<file path="src/rtl/alu_pkg.sv">
// alu_pkg: shared opcodes, func codes, FSM state encoding and status-bit indices
// for the ALU sequencer, plus the add/sub flag helper.
package alu_pkg;

  localparam logic [3:0] OP_ADDSUB = 4'b0000;
  localparam logic [3:0] OP_AND    = 4'b0001;
  localparam logic [3:0] OP_OR     = 4'b0010;
  localparam logic [3:0] OP_XOR    = 4'b0011;
  localparam logic [3:0] OP_SHIFT  = 4'b0100;
  localparam logic [3:0] OP_SUB    = 4'b0101;
  localparam logic [3:0] OP_NOT    = 4'b0110;
  localparam logic [3:0] OP_MOV    = 4'b0111;
  localparam logic [3:0] OP_STORE  = 4'b1000;
  localparam logic [3:0] OP_LOAD   = 4'b1001;
  localparam logic [3:0] OP_MUL    = 4'b1010;
  localparam logic [3:0] OP_ADDI   = 4'b1011;
  localparam logic [3:0] OP_LUI    = 4'b1100;
  localparam logic [3:0] OP_CMOV   = 4'b1101;
  localparam logic [3:0] OP_BRANCH = 4'b1110;
  localparam logic [3:0] OP_UNDEF  = 4'b1111;

  localparam logic [2:0] FN_ADD = 3'b000;
  localparam logic [2:0] FN_SUB = 3'b001;

  localparam int ST_OF = 0;
  localparam int ST_C  = 1;
  localparam int ST_N  = 2;
  localparam int ST_Z  = 3;

  typedef enum logic [2:0] {
    S_IDLE   = 3'd0,
    S_FETCH  = 3'd1,
    S_DECODE = 3'd2,
    S_EXEC   = 3'd3,
    S_WB     = 3'd4,
    S_STALL  = 3'd5,
    S_HALT   = 3'd6
  } state_t;

  // C is carry-out for add and borrow for sub; both fall out of bit 16 of the 17-bit result.
  function automatic logic [3:0] calc_flags(input logic [15:0] a, input logic [15:0] b,
                                            input logic sub);
    logic [16:0] w_res;
    logic [3:0]  w_f;
    w_res = sub ? ({1'b0, a} - {1'b0, b}) : ({1'b0, a} + {1'b0, b});
    w_f        = 4'b0000;
    w_f[ST_Z]  = (w_res[15:0] == 16'h0000);
    w_f[ST_N]  = w_res[15];
    w_f[ST_C]  = w_res[16];
    w_f[ST_OF] = sub ? ((a[15] != b[15]) && (w_res[15] != a[15]))
                     : ((a[15] == b[15]) && (w_res[15] != a[15]));
    return w_f;
  endfunction

endpackage

</file>
<file path="src/rtl/alu_seq_regfile.sv">
// alu_seq_regfile: NREGS x W register file, two combinational read ports,
// one synchronous write port, cleared by synchronous reset.
module alu_seq_regfile
  import alu_pkg::*;
#(
  parameter int NREGS = 8,
  parameter int W     = 16,
  parameter int AW    = $clog2(NREGS)
) (
  input  logic          clk,
  input  logic          rst,
  input  logic [AW-1:0] i_raddr_a,
  input  logic [AW-1:0] i_raddr_b,
  output logic [W-1:0]  o_rdata_a,
  output logic [W-1:0]  o_rdata_b,
  input  logic          i_we,
  input  logic [AW-1:0] i_waddr,
  input  logic [W-1:0]  i_wdata
);

  logic [W-1:0] r_mem [NREGS];

  // Register storage: reset clear, otherwise single-port write.
  always_ff @(posedge clk) begin
    if (rst) begin
      for (int i = 0; i < NREGS; i++) r_mem[i] <= {W{1'b0}};
    end else if (i_we) begin
      r_mem[i_waddr] <= i_wdata;
    end
  end

  assign o_rdata_a = r_mem[i_raddr_a];
  assign o_rdata_b = r_mem[i_raddr_b];

endmodule

</file>
<file path="src/rtl/alu_seq_ctrl.sv">
// alu_seq_ctrl: fetch/decode/execute/writeback sequencer for the 16-bit ALU datapath.
// Defining ALU_SEQ_CTRL_STEP_EN adds a step input; each WB then waits in STALL for step.
module alu_seq_ctrl
  import alu_pkg::*;
#(
  parameter int              NREGS    = 8,
  parameter int              PC_W     = 8,
  parameter logic [PC_W-1:0] RESET_PC = 8'h00
) (
  input  logic            clk,
  input  logic            rst,
  input  logic            start,
`ifdef ALU_SEQ_CTRL_STEP_EN
  input  logic            step,
`endif
  output logic            imem_req,
  output logic [PC_W-1:0] imem_addr,
  input  logic            imem_ack,
  input  logic [15:0]     imem_data,
  output logic [3:0]      alu_opcode,
  output logic [2:0]      alu_func,
  output logic [15:0]     alu_op_a,
  output logic [15:0]     alu_op_b,
  output logic [8:0]      alu_jaddr,
  output logic            alu_we,
  output logic [15:0]     status,
  input  logic [15:0]     alu_result,
  output logic            busy,
  output logic            halted
);

  localparam logic [PC_W-1:0] PC_ONE = {{(PC_W-1){1'b0}}, 1'b1};

  state_t          r_state;
  logic [PC_W-1:0] r_pc;
  logic [15:0]     r_ir;
  logic [3:0]      r_status;
  logic            r_req, r_busy, r_halted;
  logic [3:0]      r_opcode;
  logic [2:0]      r_func;
  logic [15:0]     r_op_a, r_op_b;
  logic [8:0]      r_jaddr;

  logic [15:0]     w_rdata_a, w_rdata_b;
  logic            w_flag_op, w_sub, w_wr_op, w_halt, w_rf_we;
  logic [3:0]      w_flags;
  logic [PC_W-1:0] w_pc_nxt;

  alu_seq_regfile #(.NREGS(NREGS), .W(16)) u_regfile (
    .clk       (clk),
    .rst       (rst),
    .i_raddr_a (r_ir[8:6]),
    .i_raddr_b (r_ir[5:3]),
    .o_rdata_a (w_rdata_a),
    .o_rdata_b (w_rdata_b),
    .i_we      (w_rf_we),
    .i_waddr   (r_ir[11:9]),
    .i_wdata   (alu_result)
  );

  assign w_flag_op = ((r_opcode == OP_ADDSUB) && ((r_func == FN_ADD) || (r_func == FN_SUB)))
                   || (r_opcode == OP_SUB);
  assign w_sub     = (r_opcode == OP_SUB) || (r_func == FN_SUB);
  assign w_flags   = calc_flags(r_op_a, r_op_b, w_sub);
  assign w_rf_we   = (r_state == S_WB) && w_wr_op;

  // Writeback decision: register write, next PC, or halt, from the latched opcode and flags.
  always_comb begin
    w_wr_op  = 1'b0;
    w_halt   = 1'b0;
    w_pc_nxt = r_pc + PC_ONE;
    case (r_opcode)
      OP_STORE, OP_MUL: w_wr_op = 1'b0;
      OP_CMOV: begin
        if (r_status[ST_N] || r_status[ST_Z]) w_wr_op = 1'b1;
        else                                  w_halt  = 1'b1;
      end
      OP_BRANCH: begin
        if (|r_status) w_pc_nxt = r_pc + r_jaddr[PC_W-1:0];
        else           w_halt   = 1'b1;
      end
      OP_UNDEF: w_halt  = 1'b1;
      default:  w_wr_op = 1'b1;
    endcase
  end

  // Sequencer FSM with all outputs registered alongside the state.
  always_ff @(posedge clk) begin
    if (rst) begin
      r_state  <= S_IDLE;
      r_pc     <= RESET_PC;
      r_ir     <= 16'h0000;
      r_status <= 4'b0000;
      r_req    <= 1'b0;
      r_busy   <= 1'b0;
      r_halted <= 1'b0;
      r_opcode <= 4'b0000;
      r_func   <= 3'b000;
      r_op_a   <= 16'h0000;
      r_op_b   <= 16'h0000;
      r_jaddr  <= 9'h000;
    end else begin
      case (r_state)
        S_IDLE: begin
          if (start) begin
            r_state <= S_FETCH;
            r_req   <= 1'b1;
            r_busy  <= 1'b1;
          end
        end
        S_FETCH: begin
          if (imem_ack) begin
            r_ir    <= imem_data;
            r_req   <= 1'b0;
            r_state <= S_DECODE;
          end
        end
        S_DECODE: begin
          r_opcode <= r_ir[15:12];
          r_func   <= r_ir[2:0];
          r_op_a   <= w_rdata_a;
          r_op_b   <= w_rdata_b;
          r_jaddr  <= r_ir[8:0];
          r_state  <= S_EXEC;
        end
        S_EXEC: begin
          if (w_flag_op) r_status <= w_flags;
          r_state <= S_WB;
        end
        S_WB: begin
          if (w_halt) begin
            r_state  <= S_HALT;
            r_busy   <= 1'b0;
            r_halted <= 1'b1;
          end else begin
            r_pc <= w_pc_nxt;
`ifdef ALU_SEQ_CTRL_STEP_EN
            r_state <= S_STALL;
`else
            r_state <= S_FETCH;
            r_req   <= 1'b1;
`endif
          end
        end
`ifdef ALU_SEQ_CTRL_STEP_EN
        S_STALL: begin
          if (step) begin
            r_state <= S_FETCH;
            r_req   <= 1'b1;
          end
        end
`endif
        S_HALT: r_state <= S_HALT;
        default: begin
          r_state <= S_IDLE;
          r_req   <= 1'b0;
          r_busy  <= 1'b0;
        end
      endcase
    end
  end

  assign imem_req   = r_req;
  assign imem_addr  = r_pc;
  assign alu_opcode = r_opcode;
  assign alu_func   = r_func;
  assign alu_op_a   = r_op_a;
  assign alu_op_b   = r_op_b;
  assign alu_jaddr  = r_jaddr;
  assign alu_we     = 1'b0;
  assign status     = {12'h000, r_status};
  assign busy       = r_busy;
  assign halted     = r_halted;

endmodule

</file>
<file path="config.mk">
export PLATFORM = sky130hd
export DESIGN_NAME = alu_seq_ctrl
export DESIGN_NICKNAME = d
export VERILOG_FILES = /design/src/rtl/alu_pkg.sv /design/src/rtl/alu_seq_regfile.sv /design/src/rtl/alu_seq_ctrl.sv
export SDC_FILE = /design/constraint.sdc
export NUM_CORES = 1
export LEC_CHECK = 0
export ABC_AREA = 0
export CAP_MARGIN = 20
export CORE_UTILIZATION = 45
export CTS_BUF_LIST = sky130_fd_sc_hd__clkbuf_4 sky130_fd_sc_hd__clkbuf_8 sky130_fd_sc_hd__clkbuf_16
export CTS_CLUSTER_SIZE = 30
export DETAILED_ROUTE_END_ITERATION = 8
export PLACE_DENSITY = 0.65
export SYNTH_ARGS = -nofsm -noshare
export SYNTH_HDL_FRONTEND = slang
export SYNTH_SLANG_ARGS = --single-unit
</file>
<file path="constraint.sdc">
create_clock -name clk -period 3.8 [get_ports clk]
set_input_delay 1.14 -clock clk [delete_from_list [all_inputs] [get_ports clk]]
set_output_delay 1.14 -clock clk [all_outputs]
set_load 0.02 [all_outputs]
</file>
Word-level counts from Yosys, hierarchy flattened --
Memories as Yosys holds them, arrays and structs flattened. A register that Yosys moved wholly into a read port is not among the register bits. Index checks and enable logic that the tools add are counted.
Operators by class: add/sub/neg operators 4, eq/ne operators 19, mux-type cells 27, bitwise logic cells 3, reduce and logical (&&, ||, !) cells 24
Operators by type and width (count):
- 4-bit equality test, second input constant | 5
- 3-bit one-hot mux with 6 select lines | 1
- 16-bit by 16-bit adder with 17-bit output | 1
- 17-bit 2-to-1 mux | 1
- 16-bit by 16-bit subtractor with 17-bit output | 1
- 16-bit logical NOT | 1
- 16-bit 2-to-1 mux | 1
- 8-bit 2-to-1 mux | 2
- 16-bit OR reduction | 1
- 1-bit 2-to-1 mux | 14
- 3-bit 2-to-1 mux | 4
- 4-bit OR reduction | 3
- 2-bit AND reduction | 5
- 8-bit by 1-bit adder with 8-bit output, second input constant | 1
- 8-bit adder | 1
- 2-bit inequality test, second input constant | 4
- 3-bit by 1-bit equality test with 1-bit output, second input constant | 2
- 3-bit by 2-bit equality test with 1-bit output, second input constant | 2
- 3-bit equality test, second input constant | 2
- 3-bit logical NOT | 2
- 1-bit one-hot mux with 3 select lines | 2
- 4-bit by 3-bit equality test with 1-bit output, second input constant | 1
- 1-bit logical AND | 4
- 4-bit logical NOT | 1
- other kinds (9) | 15
Storage, ports and cells: register bits 50, RAM bits 128, input port bits 36, output and inout port bits 76, logic and storage cells 88, memories 1
Memories:
- u_regfile.r_mem | depth 8, width 16, rd ports 2, clocked after memory_dff 2, wr ports 8, RTL line alu_seq_regfile.sv:21 | logic [W-1:0] r_mem [NREGS];

Depth between registers and ports, before layout --
depth after elaboration 9, depth in mapped cells 15, depth with buffers taken out 15

Modules after synthesis --
A second synthesis with hierarchy kept.
Unflattened totals: cells, all modules 1071, area, all modules 11731.3 um2
Modules (own cells, without submodules):
- alu_seq_regfile | instances 1, cells an instance 430, area an instance 6916.6 um2, sequential area each 3843.7 um2
- alu_seq_ctrl | instances 1, cells an instance 641, area an instance 4814.6 um2, sequential area each 1581.5 um2

Worst setup path before layout --
No wires, ideal clock.
path type register to register, from register r_func[1], in the netlist alu_func[1], to register r_status[3], setup time 0.084 ns, arrival 3.331 ns, data required time 3.716 ns, setup slack 0.385 ns, stages on the path, launching flop included 14, buffers on the path 1, clock period less this slack 3.415 ns, cells stage by stage dfxtp_1 > nor2_1 > a22oi_1 > clkbuf_1 > o31ai_1 > xor2_1 > ha_1 > nor2_1 > a21oi_1 > or3_1 > a2111oi_2 > o2111ai_1 > or4_1 > o31ai_2
Between the ends: cells in the longest elaborated chain, start to end 5, elaborated cells between the ends (all ways) 9, classes of those cells eq/ne (1); mux (1); reduce/logical (7)
RTL lines:
- from (decl) | RTL line alu_seq_ctrl.sv:40 | logic [2:0] r_func;
- from (signal assigned) | RTL line alu_seq_ctrl.sv:120 | r_func <= r_ir[2:0];
- branches (longest 5 deep; another with 17-bit 2-to-1 mux)
- to (signal assigned) | RTL line alu_seq_ctrl.sv:127 | if (w_flag_op) r_status <= w_flags;
- to (decl) | RTL line alu_seq_ctrl.sv:37 | logic [3:0] r_status;
Parallel ways; which one is timed is not known. A chain may end at the register's enable or synchronous reset.

Final worst setup path --
from register r_op_b[1], in the netlist alu_op_b[1], read port of u_regfile.r_mem, to register r_status[0]
Between the ends: cells in the longest elaborated chain, start to end 5, elaborated cells between the ends (all ways) 7, classes of those cells add/sub (2); eq/ne (1); mux (2); reduce/logical (2)
RTL lines:
- from (decl) | RTL line alu_seq_ctrl.sv:41 | logic [15:0] r_op_a, r_op_b;
- 16-bit by 16-bit adder with 17-bit output or 16-bit by 16-bit subtractor with 17-bit output (tied branches) | RTL line alu_pkg.sv:45 | w_res = sub ? ({1'b0, a} - {1'b0, b}) : ({1'b0, a} + {1'b0, b});
- 17-bit 2-to-1 mux * | RTL line alu_pkg.sv:45
- 1-bit inequality test * | RTL line alu_pkg.sv:50, alu_pkg.sv:51
- 1-bit logical AND (on tied branches) | RTL line alu_pkg.sv:51, alu_pkg.sv:50
- 1-bit 2-to-1 mux * | RTL line alu_pkg.sv:50 | w_f[ST_OF] = sub ? ((a[15] != b[15]) && (w_res[15] != a[15]))
Mark *: on every way between the ends. The rest lies on a longest branch, timed or not.

==> impl_metrics.json <==
{
  "status": "finished, final reports clean",
  "finClkSkew_ns": 0.0193,
  "wl_met3_mm": 1.59,
  "h-tree-depth": 1,
  "cap_viol_max_count": 0,
  "synth.most_common_cell": "and2_1",
  "top_layer": "met4",
  "postSynthAreaPerCell_um2": 11.3,
  "finalSetupViolCount": 0,
  "synth.distinct_cells": 69,
  "numCtsBuffers": 24,
  "hold_buffers": 0,
  "post_cts_buffers": 0,
  "end_kind": "flip-flop",
  "holdCritStartpoint": "r_ir[13]$_SDFFE_PP0P_",
  "yosysTopAreaCellShare_pct": 34.0,
  "dominantRegCellSynth": "edfxtp_1",
  "nets": 1152,
  "cts_resized": 0,
  "ys_ff_latch": 207,
  "power_leakage_nw": 4.70,
  "grt_max_degree": 88,
  "synth_area_leaders": "edfxtp_1 (34%), dfxtp_1 (14%), mux4_2 (13%), and2_1 (7.2%), mux2i_1 (3.1%)",
  "ctsRootBufferMaster": "clkbuf_16",
  "start_util_pct": 46.3,
  "yosysSeqAreaShare_pct": 47.9,
  "synth_fa_ha_area_share_pct": 3.12,
  "drive_gt1_share_pct": 14.5,
  "cp_slowest_cell": "a2111oi_0",
  "syn_inst": 1003,
  "critical_path_class": "flip-flop to flip-flop",
  "cp_slowest_stage_delay_ns": 0.48,
  "period_share_pct": 89.9,
  "gr-usage-all-layers_pct": 22.2,
  "fin_crit_ns": 3.42,
  "r2r-end": "r_status[0]$_SDFFE_PP0P_",
  "synth_common_cells": "and2_1 (130), edfxtp_1 (128), nand2_1 (93)",
  "std_cell_rows": 57,
  "die_area_mm2": 0.0258,
  "async_flop_share_pct": 0,
  "synth-xor-area-share_pct": 2.01,
  "synth_compound_area_share_pct": 9.83,
  "finalSetupTns_ns": 0,
  "diodes": 0,
  "critical_path_arrival_ns": 3.84,
  "grt_pass1_wl_mm": 43.8,
  "fp.dieH_um": 161,
  "drt_first_iter_violations": 719,
  "cts.clk_slew.worst_paths_ns": 0.06,
  "hold_end": "alu_opcode[1]$_SDFFE_PP0P_",
  "grt_pass1_vias": 7832,
  "firstDrtPassIters": 5,
  "crit_fanout": 8,
  "place_congestion": 0.916,
  "total_power_mw": 5.84,
  "detail_route.drc_violations": 0,
  "fp.dieW_um": 161,
  "met2_length_mm": 14.3,
  "cp_data_required_time_ns": 4.22,
  "synth.mux.area_fraction_pct": 15.8,
  "vias": 8054,
  "dp_hpwl_mm": 19.1,
  "drv_slew": 0,
  "viasPerCell": 5.63,
  "hold_violations": 0,
  "hold_depth": 2,
  "vdd_drop_max_v": 0.000257,
  "synth_edf_count": 128,
  "core_mm2": 0.0245,
  "power_density_mw_per_mm2": 434,
  "synth_top_family_by_area": "simple AND/OR/NAND/NOR gates",
  "cts_tree": "yes",
  "port_buffers": 98,
  "grt_overflow_total": 0,
  "cp_cell_sequence": "inv_1, ha_1, nand2_1, nor3_2, a21oi_1, xnor2_1, ha_1, a2111oi_0, o21ai_1, o211a_1, o211ai_1, nand2_1, a311oi_1",
  "cts_buffer_depth": 3,
  "r2r-start": "alu_op_b[1]$_SDFFE_PP0P_",
  "wl_mm": 28.3,
  "clock_sinks": 207,
  "cp-start-kind": "flip-flop",
  "netlist_area_mm2": 0.0113,
  "worst_skew_pair.late_latency_ns": 0.52,
  "wl_per_cell_um": 19.8,
  "area_growth_pct": 18.7,
  "antenna_found_initial": 0,
  "relSlewSlack_pct": 36.0,
  "hp-class": "flip-flop to flip-flop",
  "rsz0062_at_grt": "no",
  "synthSimpleGateAreaFrac_pct": 17.6,
  "postRouteAntennaNets": 0,
  "fmax_ghz": 0.293,
  "synth_top_area_cell": "edfxtp_1",
  "yosysWarningCount": 0,
  "r2r_slack_ns": 0.38,
  "r2r_cells": 13,
  "io_pins": 112,
  "wl_met1_mm": 11.7,
  "tightestPinTransition_ns": 0.958
}
area by class of cell:
class | instances | area (um2)
tap | 324 | 405
clock inverter | 7 | 81.3
clock buffer | 37 | 777
timing repair buffer | 121 | 1150
sequential | 207 | 5430
inverter | 17 | 63.8
fill | 2123 | 11000
multi-input combinational | 718 | 5530
power by group:
group	internal, mW	leakage [nW]	switching (mW)	total (mW)
sequential	2.45	1.96	0.0700	2.52
clock	1.48	0.427	0.934	2.42
combinational	0.394	2.31	0.502	0.896
metrics by stage:
stage          hold WS [ns]  instances  utilization, %  setup slack [ns]  area [um2]
2_1_floorplan         0.432       1015               -             0.385       11400
3_3_place_gp          0.440       1386            51.3             0.313       12600
3_5_place_dp          0.446       1386            51.3             0.206       12600
4_1_cts               0.455       1430            54.9             0.181       13400
5_1_grt               0.471       1431            54.9            0.0594       13400
6_report              0.450       1431            54.9             0.384       13400
flip-flops by register name, summed over array words and instances, names as in the netlist:
register,cells
alu_opcode,4
alu_op_a,16
r_state,3
imem_req,1
r_ir,16
alu_op_b,16
alu_jaddr,7
halted,1
alu_func,2
u_regfile.r_mem,128
busy,1
r_status,4
imem_addr,8
routing by layer:
metal | global-route usage, % | vias up
met5 | 0 | -
met4 | 6.84 | 0
met3 | 3.10 | 52
met2 | 39.4 | 242
met1 | 28.0 | 3921
li1 | - | 3839
layout by cell type, fill, tap and decap left out, types with 6 or more instances in the layout:
master	n
and2_1	129
edfxtp_1	128
clkdlybuf4s50_1	97
nand2_1	93
nor2_1	82
dfxtp_1	77
mux4_2	64
a21oi_1	55
a211oi_1	40
mux2i_1	35
o21ai_0	28
clkbuf_16	26
ha_1	25
buf_4	23
inv_1	17
xnor2_1	14
nor3_1	13
conb_1	13
xor2_1	12
nand3_1	8
nand2b_1	8
or2_2	8
o21a_1	7
clkbuf_8	7
nor2b_1	6
how the worst max path moves through the flow:
stage                               start                       end  slack, ns  cells past startpoint
2_1_floorplan    alu_func[1]$_SDFFE_PP0P_  r_status[3]$_SDFFE_PP0P_       0.39                     13
3_3_place_gp     alu_op_b[0]$_SDFFE_PP0P_  r_status[3]$_SDFFE_PP0P_       0.31                     13
3_5_place_dp     alu_op_b[1]$_SDFFE_PP0P_  r_status[0]$_SDFFE_PP0P_       0.21                     13
4_1_cts          alu_op_b[1]$_SDFFE_PP0P_  r_status[0]$_SDFFE_PP0P_       0.18                     13
5_1_grt        alu_opcode[0]$_SDFFE_PP0P_  r_status[3]$_SDFFE_PP0P_       0.06                     13
6_report         alu_op_b[1]$_SDFFE_PP0P_  r_status[0]$_SDFFE_PP0P_       0.38                     13
worst max-delay path: cells and delay by family, from the launching register on:
kind / cells / cell delay, ns
adders and majority gates: 2 / 0.54
buffers and inverters: 1 / 0.08
AOI/OAI and AO/OA: 6 / 1.71
xor gates and xnor gates: 1 / 0.14
DFF: 1 / 0.35
and+or+nand+nor: 3 / 0.48
logic make-up (layout without fill, tap and decap cells):
family          after synthesis  count (layout)
xor+xnor                     26              26
compound gates              169             169
mux                          99              99
buf+inv                      90             182
flops                       207             207
fa+ha+maj                    27              27
simple gates                384             384
other cells                   1              13
(Power assumes the default switching activity.)
==> variant 1, RTL diff (same flow settings) <==
Build with the macro `ALU_SEQ_CTRL_STEP_EN` defined.
--- a/src/rtl/alu_seq_ctrl.sv
+++ b/src/rtl/alu_seq_ctrl.sv
@@ -1,5 +1,7 @@
 // alu_seq_ctrl: fetch/decode/execute/writeback sequencer for the 16-bit ALU datapath.
 // Defining ALU_SEQ_CTRL_STEP_EN adds a step input; each WB then waits in STALL for step.
+`define ALU_SEQ_CTRL_STEP_EN
+
 module alu_seq_ctrl
   import alu_pkg::*;
 #(
Ports: changed (added step); port bits go from 112 to 113. No check against the original RTL was run, so the function may have changed too.
==> variant 1 against the unedited design <==
- setup slack improved by 57 ps
- final area is 0.69% lower
- core utilization down 0.38 points
- critical path type unchanged
- die area down 0.37%
- synthesized area is 0.38% lower
- count of clock-buffer cells in the layout is 7 lower
- wire length increased by 0.59%
- global-route usage up 0.31 points
- via count is 3.2% lower
- clock skew is 5.5 ps lower
- cell count fell by 1.6%
- power grew 6.0%
- sequential cell count unchanged
- sequential share of layout area up 0.28 points
==> variant 1: results (changes against the unedited design) <==
stage,metric,value,unit,change
worst_setup_path,"CP delay by family, top",compound AO/OA/AOI/OAI gates,,
detailed_routing,vias per cell,5.540,,-1.6%
synthesis,post-synthesis sequential area ratio,48.12,%,+0.18 points
worst_setup_path,FF-to-FF setup slack,440,ps,+60 ps
placement,Place WS,495.6,ps,+289.1 ps
detailed_routing,via count,7800,,-3.2%
worst_setup_path,crit path max fanout,11,,+3
placement,RD Place Congestion,0.8943,,-2.3%
worst_setup_path,"slowest stage delay, CP",530,ps,+50 ps
placement,Placed Instances,1365,,-1.5%
worst_setup_path,R2R cell count,12,,-1
synthesis,post-synthesis compound-gate area fraction,10.03,%,+0.20 points
min_path,hold endpoint,r_ir[15]$_SDFFE_PP0P_,,
global_route,global-route wire length before repair,44090,um,+0.58%
cells_and_area,Fill cells,2082,,-1.9%
synthesis,adder-cell area share of the yosys netlist,3.130,%,+0.012 points
placement,DP Wirelength,19160,um,about the same
detailed_routing,WL final,28470,um,+0.59%
worst_setup_path,Worst R2R Start,alu_opcode[0]$_SDFFE_PP0P_,,
cells_and_area,Final #Nets,1132,,-1.7%
cells_and_area,share of layout cells above drive strength 1,14.30,%,-0.15 points
timing,Worst Hold Slack,455.2,ps,+5.541 ps
timing,worst-margin pin slew,1141,ps,+182.9 ps
clock_network,H-tree Lvls,1,,unchanged
worst_setup_path,critical path startpoint category,flop,,
synthesis,Synth area leaders,"edfxtp_1 (34%), dfxtp_1 (14%), mux4_2 (13%)",,
detailed_routing,Starting DRT DRC Count,608,,-15%
detailed_routing,First-pass DRT Iterations,5,,unchanged
min_path,Hold Crit Start,r_ir[15]$_SDFFE_PP0P_,,
worst_setup_path,"Arr. time, crit path",3780,ps,-60 ps
synthesis,mux share of post-synthesis cell area,15.73,%,-0.11 points
synthesis,Post-synth ARST share,0,%,unchanged
clock_network,"Clk Latency, worst-skew pair",520,ps,about the same
synthesis,Commonest cells post-synth,"and2_1 (129), edfxtp_1 (128), nand2_1 (90)",,
global_route,gr usage total,22.53,%,+0.31 points
timing,skew final,13.77,ps,-5.534 ps
global_route,largest net degree at the start of global routing,73,,-17%
synthesis,Mapped Cells,986,,-1.7%
clock_network,Inserted Clock Buffers,25,,+4.2%
placement,dpl cell area,0.01250,mm^2,-0.48%
status,outcome,finished clean,,
timing,final worst-path cycle share,88.42,%,-1.5 points
worst_setup_path,"slowest stage cell, crit path",dfxtp_1,,
global_route,vias in the first global route,7692,,-1.8%
cells_and_area,number of flip-flops under the largest register name,128,,unchanged
placement,PortBufs,99,,+1.0%
synthesis,post-synthesis xor/xnor area fraction,2.253,%,+0.24 points
synthesis,Yosys Warn Count,0,,unchanged
power_and_ir_drop,Peak VDD IR,270.8,uV,+5.4%
power_and_ir_drop,Lkg Pwr,4.646,nW,-1.1%
cells_and_area,final core utilization,54.52,%,-0.38 points
variant 1: cell types whose count changed after synthesis, moves of 4 or more:
cell / delta
nor2_1: -9
o21ai_0: -8
a31oi_1: +5
nor3_1: -5
a21o_1: +4
nor4_1: -4
or3_1: +4
xnor2_1: +4
variant 1: final cells by class:
type                       count  share of cell area [%]
multi-input combinational    698                   40.98
timing repair buffer         119                   8.518
clock buffer                  30                   5.197
inverter                      17                  0.4784
tap                          324                   3.039
sequential                   207                   40.69
clock inverter                13                   1.088
variant 1: worst min-delay path: stages, from the launching register on:
cell	delay, ps
dfxtp_1	310
nand2_1	50
a21oi_1	50
variant 1: power breakdown:
part	switching [mW]	total, mW	internal [mW]
sequential	0.108	2.58	2.47
combinational	0.648	1.18	0.534
clock	0.928	2.42	1.50
variant 1: layer usage:
layer / share of wire (%) / global-route usage, %
met5: 0 / 0
met2: 49 / 39.37
met4: 2.2 / 6.450
met3: 4.4 / 2.597
met1: 44 / 29.48
==> variant 2, RTL diff (config.mk and constraints unchanged) <==
Without the edit above. Put a register stage on the output `status`, without a reset. The value now appears one clock later. The other outputs are not delayed to match.
--- a/src/rtl/alu_seq_ctrl.sv
+++ b/src/rtl/alu_seq_ctrl.sv
@@ -168,7 +168,9 @@
   assign alu_op_b   = r_op_b;
   assign alu_jaddr  = r_jaddr;
   assign alu_we     = 1'b0;
-  assign status     = {12'h000, r_status};
+  always_ff @(posedge clk) begin
+    status <= {12'h000, r_status};
+  end
   assign busy       = r_busy;
   assign halted     = r_halted;
 
Function: changed (Yosys sat finds a counterexample within 10 cycles, from zero or initial values and one cycle with rst high).
==> variant 2 against the unedited design <==
- critical path depth up 1
- synthesized area up 1.1%
- sequential cell count up 4
- setup slack worse by 63 ps
- sequential power up 2%
- synthesized cell count up 0.60%
- power down 1.9%
- wire length up 2.3%
- maximum frequency down 1.8%
- via count up 0.57%
- final area up 0.58%
- first-iteration DRC count up 3.5%
- worst hold slack worse by 71 ps
- core utilization about the same
- critical endpoint is now r_status[3]$_SDFFE_PP0P_
==> variant 2: results (changes against the unedited design) <==
stage,metric,value,unit,change
status,outcome,finished clean,,
power_and_ir_drop,P_seq,2.57,mW,+2%
power_and_ir_drop,Peak VDD IR,330.5,uV,+29%
detailed_routing,DR WL/cell,20.09,um,+1.6%
synthesis,Commonest cells post-synth,"and2_1 (128), edfxtp_1 (128), nand2_1 (86)",,
global_route,gr usage total,22.28,%,+0.058 points
synthesis,Mapped Cells,1009,,+0.60%
synthesis,Synth area leaders,"edfxtp_1 (34%), dfxtp_1 (15%), mux4_2 (13%)",,
power_and_ir_drop,Lkg Pwr,4.718,nW,+0.43%
global_route,vias in the first global route,7626,,-2.6%
worst_setup_path,"slowest stage delay, CP",430,ps,-50 ps
placement,Placed Instances,1397,,+0.79%
power_and_ir_drop,Switching Fraction,26.01,%,+0.21 points
detailed_routing,Starting DRT DRC Count,744,,+3.5%
synthesis,synth unique cells,75,,+8.7%
synthesis,post-synthesis xor/xnor area fraction,1.608,%,-0.40 points
timing,worst-margin pin slew,1002,ps,+43.32 ps
synthesis,post-synthesis sequential area ratio,48.13,%,+0.19 points
synthesis,adder-cell area share of the yosys netlist,3.085,%,-0.033 points
power_and_ir_drop,Clock Power Share,38.9,%,-2.5 points
worst_setup_path,"Arr. time, crit path",3920,ps,+80 ps
synthesis,mux share of post-synthesis cell area,15.94,%,+0.11 points
global_route,largest net degree at the start of global routing,78,,-11%
worst_setup_path,crit path max fanout,7,,-1
global_route,global-route wire length before repair,44520,um,+1.6%
placement,DP Wirelength,19630,um,+2.5%
global_route,initial antenna violation count,1,,+1
cells_and_area,Final #Nets,1162,,+0.87%
cells_and_area,share of layout cells above drive strength 1,14.32,%,-0.13 points
detailed_routing,vias per cell,5.617,,-0.20%
placement,dpl cell area,0.01274,mm^2,+1.4%
==> variant 2: cell type report <==
class	count	area (um^2)
flip-flops and latches	211	5508
multi-input cells	707	5514
clock inverters	12	81.33
clock buffers	32	678.2
inverters	26	97.59
fillers	2143	11100
repair buffers	129	1221
well taps	324	405.4
diodes	1	2.502
==> variant 2: worst max-delay path, delay by kind of cell, from the launching register on <==
| kind | cells | cell delay [ps] |
|---|---|---|
| AND/OR/NAND/NOR | 6 | 1360 |
| AO/OA/AOI/OAI | 5 | 1090 |
| adder cells (fa/ha/maj) | 1 | 400 |
| flip-flops | 1 | 370 |
| buffers and inverters | 1 | 100 |
| XOR/XNOR | 1 | 90 |
==> variant 2: what timing repair did <==
| item | 4_1_cts | 5_1_grt |
|---|---|---|
| buffers inserted | 0 | 0 |
| resized for setup | 0 | 1 |
| setup endpoints to repair | 0 | 1 |
==> variant 2: worst paths after layout <==
kind                                          startpoint                        to  slack (ps)  depth (start not counted)
worst min-delay path            r_status[0]$_SDFFE_PP0P_         status[0]$_DFF_P_         380                          0
worst max register to register  alu_op_b[2]$_SDFFE_PP0P_  r_status[3]$_SDFFE_PP0P_         320                         14
worst max-delay path            alu_op_b[2]$_SDFFE_PP0P_  r_status[3]$_SDFFE_PP0P_         320                         14
worst min register to register  r_status[0]$_SDFFE_PP0P_         status[0]$_DFF_P_         380                          0
==> variant 2: metal layers <==
metal	GRT usage (%)	wire length (um)	up-vias
li1	-	-	3883
met1	30.89	12750	3915
met2	37.15	14030	253
met3	2.542	1595	49
met4	5.875	595	0
met5	0	0	-
==> variant 2: cells by family after synthesis <==
group / after synthesis
xor gates and xnor gates: 21
buffers and inverters: 103
adders and majority gates: 27
and+or+nand+nor: 360
other: 1
DFF: 211
muxes: 102
AOI/OAI and AO/OA: 184
